File: src/rtl/ecrc_seq_ctrl.sv
// Beat sequencer for the combinational CRC32 ECRC engine: carries the running CRC
// across the beats of a TLP and hands the final ECRC to the append stage.
module ecrc_seq_ctrl #(
  parameter int          DATA_WIDTH   = 256,
  parameter int          LENGTH_WIDTH = 4,
  parameter int          POLY_WIDTH   = 32,
  parameter int          BEAT_DW      = 8,
  parameter logic [31:0] CRC_INIT     = 32'hFFFF_FFFF
) (
  input  logic                    clk,
  input  logic                    rst,
  input  logic                    in_valid,
  output logic                    in_ready,
  input  logic [DATA_WIDTH-1:0]   in_data,
  input  logic                    in_sop,
  input  logic                    in_eop,
  input  logic [LENGTH_WIDTH-1:0] in_len,
  input  logic                    in_ecrc_req,
  output logic [DATA_WIDTH-1:0]   crc_message,
  output logic [LENGTH_WIDTH-1:0] crc_length,
  output logic                    crc_en,
  output logic [POLY_WIDTH-1:0]   crc_seed,
  output logic                    crc_seed_load,
  input  logic [POLY_WIDTH-1:0]   crc_result,
  input  logic                    crc_done,
  output logic                    ecrc_valid,
  input  logic                    ecrc_ready,
  output logic [POLY_WIDTH-1:0]   ecrc_out,
  output logic                    err_pulse
);

  // state  | meaning
  // IDLE   | waiting for an SOP beat
  // ACCUM  | inside a multi-beat TLP, running CRC held in r_crc
  // APPEND | final ECRC offered to the append stage, input stalled
  typedef enum logic [1:0] {S_IDLE, S_ACCUM, S_APPEND} state_t;

  localparam logic [LENGTH_WIDTH-1:0] LenFull = LENGTH_WIDTH'(BEAT_DW);

  state_t                  r_state, w_next;
  logic [POLY_WIDTH-1:0]   r_crc;
  logic                    r_td;
  logic                    r_err;
  logic                    w_accept, w_td_eff, w_drop, w_active, w_len_bad, w_err;

  // Undo the engine's per-byte bit reversal and output inversion.
  function automatic logic [POLY_WIDTH-1:0] fold(input logic [POLY_WIDTH-1:0] x);
    logic [POLY_WIDTH-1:0] s;
    s = '0;
    for (int k = 0; k < POLY_WIDTH/8; k++)
      for (int j = 0; j < 8; j++)
        s[8*k+j] = ~x[8*k+7-j];
    return s;
  endfunction

  assign w_accept  = in_valid & in_ready;
  assign w_td_eff  = in_sop ? in_ecrc_req : r_td;
  assign w_drop    = (r_state == S_IDLE) & ~in_sop;
  assign w_active  = w_accept & ~w_drop & w_td_eff;
  assign w_len_bad = (in_len == '0) | (in_len > LenFull);
  assign w_err     = w_accept & (w_drop | ((r_state == S_ACCUM) & in_sop) | (in_eop & w_len_bad));

  always_ff @(posedge clk or negedge rst) begin
    if (!rst) begin
      r_state <= S_IDLE;
      r_crc   <= '0;
      r_td    <= 1'b0;
      r_err   <= 1'b0;
    end else begin
      r_state <= w_next;
      r_err   <= w_err;
      if (w_accept & in_sop) r_td  <= in_ecrc_req;
      if (w_active)          r_crc <= crc_result;
    end
  end

  always_comb begin
    w_next = r_state;
    case (r_state)
      S_IDLE: begin
        if (w_accept & in_sop) begin
          if (in_eop) w_next = in_ecrc_req ? S_APPEND : S_IDLE;
          else        w_next = S_ACCUM;
        end
      end
      S_ACCUM: begin
        if (w_accept & in_eop) w_next = w_td_eff ? S_APPEND : S_IDLE;
      end
      S_APPEND: begin
        if (ecrc_ready) w_next = S_IDLE;
      end
      default: w_next = S_IDLE;
    endcase
  end

  always_comb begin
    in_ready      = (r_state != S_APPEND);
    ecrc_valid    = (r_state == S_APPEND);
    ecrc_out      = r_crc;
    err_pulse     = r_err;
    crc_en        = w_active;
    crc_message   = in_data;
    crc_seed_load = 1'b1;
    crc_length    = (in_eop & ~w_len_bad) ? in_len : LenFull;
    crc_seed      = in_sop ? CRC_INIT : fold(r_crc);
  end

  // The engine is combinational, so its Done must already be high whenever it is enabled.
  a_engine_done: assert property (@(posedge clk) disable iff (!rst) crc_en |-> crc_done);

endmodule

File: config.mk
export PLATFORM = sky130hd
export DESIGN_NAME = ecrc_seq_ctrl
export DESIGN_NICKNAME = d
export VERILOG_FILES = /design/src/rtl/ecrc_seq_ctrl.sv
export SDC_FILE = /design/constraint.sdc
export NUM_CORES = 1
export LEC_CHECK = 0
export ABC_AREA = 1
export CORE_AREA = 2 2 243 245
export DETAILED_ROUTE_END_ITERATION = 8
export DIE_AREA = 0 0 245 247
export PLACE_DENSITY_LB_ADDON = 0.08
export SETUP_SLACK_MARGIN = 0.02
export SLEW_MARGIN = 20
export SYNTH_ARGS = -nofsm -noshare
export SYNTH_HDL_FRONTEND = slang
export SYNTH_SLANG_ARGS = --single-unit
export TNS_END_PERCENT = 10
File: constraint.sdc
create_clock -name clk -period 1.5 [get_ports clk]
set_input_delay 0.3 -clock clk [delete_from_list [all_inputs] [get_ports clk]]
set_output_delay 0.3 -clock clk [all_outputs]
set_load 0.1 [all_outputs]
==> flow_summary_export.csv, run 1 <==
group,metric,value,unit
sta,rsz0062_at_grt,"true",
global_routing,grt_max_degree,37,
global_routing,first_global_vias,2778,
setup_path,crit_fanout,2,
yosys,synth_adder_area_share,0,
setup_path,worst-endpoint-arrival,1.34,ns
place,routabilityCongestion,0.5750,
sta,hold_viol_final,0,
setup_path,path_class,"input port to output port",
setup_path,cp.required,1.20,ns
floorplanning,initial_core_util,0.06267,
yosys,synthMuxAreaShare,0,
yosys,synthSimpleGateAreaFrac,0.1820,
power,irDropWorstVdd,1.222,mV
floorplanning,rows,89,
floorplanning,die_h,247,um
detailed_routing,drt_iter0_drc,79,
setup_path,r2r_cells,10,
final_layout,final_common_cell,"nand2_1",
final_layout,drive_gt1_frac,0.5242,
setup_path,start_kind,"input port",
place,placedCellCount,1128,
floorplanning,dieArea,0.06052,sq mm
final_layout,fin_area,0.005087,sq mm
yosys,synthXorXnorAreaFrac,0,
yosys,ys_seq_area_frac,0.2468,
sta,finalSetupViolCount,2,
detailed_routing,wl_per_cell,13.20,um
yosys,synth_cell_type_count,19,
global_routing,grt_busiest_layer,"met2",
global_routing,overflow,0,
place,dpl.hpwl,12200,um
power,p_per_area,2506,mW/mm^2
detailed_routing,first_pass_iters,4,
min_path,hp-class,"input port to flop",
detailed_routing,vias,2337,
place,portBuffers,114,
yosys,synth_top_family_by_area,"buffers and inverters",
cts,cts_tree,"done",
run_status,violations,"negative setup slack",
global_routing,grtUsageMet1,0.04042,
floorplanning,io_pins,629,
yosys,synth_compound_area_frac,0.004799,
place,place_ws,-0.3846,ns
global_routing,grt_use_total,0.05035,
power,totalPowerFinal,12750,uW
global_routing,antenna_found_initial,2,
sta,finClkSkew,0.004378,ns
yosys,ys_warn_count,0,
detailed_routing,drcViolationCount,0,
yosys,synth_area,0.003650,sq mm
final_layout,fin_nets,671,
place,place_area,0.004815,sq mm
sta,timing.final.crit_share,1.093,
setup_path,endpoint_kind,"output port",
cts,clk_latency,0.31,ns
yosys,syn_inst,485,
cts,htree_levels,2,
global_routing,grt_pass1_wl,20720,um
cts,clock_sinks,36,
cts,cts_root_buf,"clkbuf_16",
final_layout,fin_cells,1145,
job,maxCapViolations,0,
cts,path_clk_slew,0.06,ns
final_layout,syn_to_final_growth,39.39,%
final_layout,antenna_cells,0,
global_routing,grtUsageMet3,0.03321,
final_layout,final_cell_mix,"nand2_1, buf_12, nand2_2, clkdlybuf4s50_1, buf_4",
min_path,hold_path_depth,3,
cts,numCtsBuffers,5,
global_routing,grt_use_met2,0.07732,
yosys,syn-num-nets,785,
sta,period_needed,1.640,ns
detailed_routing,vias_per_cell,2.041,
detailed_routing,ant_nets,0,
sta,worst_slack,-0.1401,ns
power,power.leakage,0.002052,uW
floorplanning,die_w,245,um
sta,finalMaxSlewViolations,0,
floorplanning,core-area,0.05824,sq mm
sta,fmax,0.6097,GHz
yosys,ys_ff_latch,36,
cts,clockBufferDepth,2,
final_layout,fin_util,0.08735,
detailed_routing,wirelength,15120,um
run_status,outcome,"finished with violations",
yosys,post_synth.cell_area_avg,7.525,sq um
[cell families (layout without fill, tap and decap cells)]
kind of cell	Yosys count	after routing
flip-flops	36	36
AND/OR/NAND/NOR	163	163
buffers and inverters	282	169
other	1	1
AO/OA/AOI/OAI	3	3
[through the flow]
| step | hold WS (ns) | TNS, ns |
|---|---|---|
| after floorplan | 0.004409 | -7.501 |
| after global placement | 0.3088 | -18.14 |
| after detailed placement | 0.3144 | -17.80 |
| after CTS | 0.4642 | -0.4896 |
| after global routing | 0.3714 | -0.4869 |
| final | 0.3717 | -0.2041 |
[critical path, cell delays in order]
cell and delay, ns:
clkdlybuf4s50_1 0.49, nand2_1 0.08, nand2_2 0.10, nand3_4 0.12, inv_8 0.09, buf_12 0.17
[final cells by class]
cell class,count,area (sq um)
inverter,16,71.32
clock buffer,8,146.4
timing repair buffer,145,2136
tap,773,967.2
fill,6749,53150
multi-input combinational,167,840.8
sequential,36,925.9
[worst paths after layout]
check / endpoint / startpoint / slack [ns]
min in group asynchronous: r_td / rst / 0.50
worst min register to register: r_td / r_td / 0.50
max in group asynchronous: ecrc_out[12] / rst / 0.75
worst max register to register: ecrc_out[24] / r_state[0] / 0.08
worst max-delay path: crc_en / in_ecrc_req / -0.14
worst min-delay path: r_td / in_sop / 0.37
[sequential cells by signal (all words and copies together), names as in the netlist]
name	flops
ecrc_out	32
err_pulse	1
r_state	2
r_td	1
[power breakdown]
part,switching (uW),internal [uW]
sequential,761,1470
combinational,6140,3200
clock,517,667
total,7420,5340
[timing repair]
item / 4_1_cts / 5_1_grt
pin swaps: 6 / 3
setup endpoints to repair: 42 / 69
resized for setup: 33 / 11
hold buffers: 1 / 0
buffers inserted: 8 / 0
hold endpoints to repair: 36 / 0
[synthesized netlist by cell type]
library cell	number	share of area
buf_6	2	0.0062
a21oi_1	1	0.0014
conb_1	1	0.0010
nand2_1	135	0.14
nand3_1	8	0.011
inv_4	1	0.0017
buf_2	2	0.0027
buf_12	1	0.0055
nand3_4	1	0.0048
nor2_1	7	0.0072
nand2_2	11	0.019
o21a_1	1	0.0021
dfrtp_1	36	0.25
inv_2	2	0.0021
inv_1	13	0.013
o21ai_0	1	0.0014
buf_4	258	0.53
clkbuf_1	3	0.0031
nor3_1	1	0.0014
[metal layers]
layer | vias up | part of all wire
li1 | 964 | -
met1 | 986 | 0.28
met2 | 257 | 0.47
met3 | 126 | 0.15
met4 | 4 | 0.099
met5 | - | 0.0015
Power figures use the tool's default switching activity.
==> run 2, diff against run 1 <==
Settings changed: CAP_MARGIN set to 10.
==> results of run 2 <==
The final DEF is identical to that of run 1; final timing and power are the same.
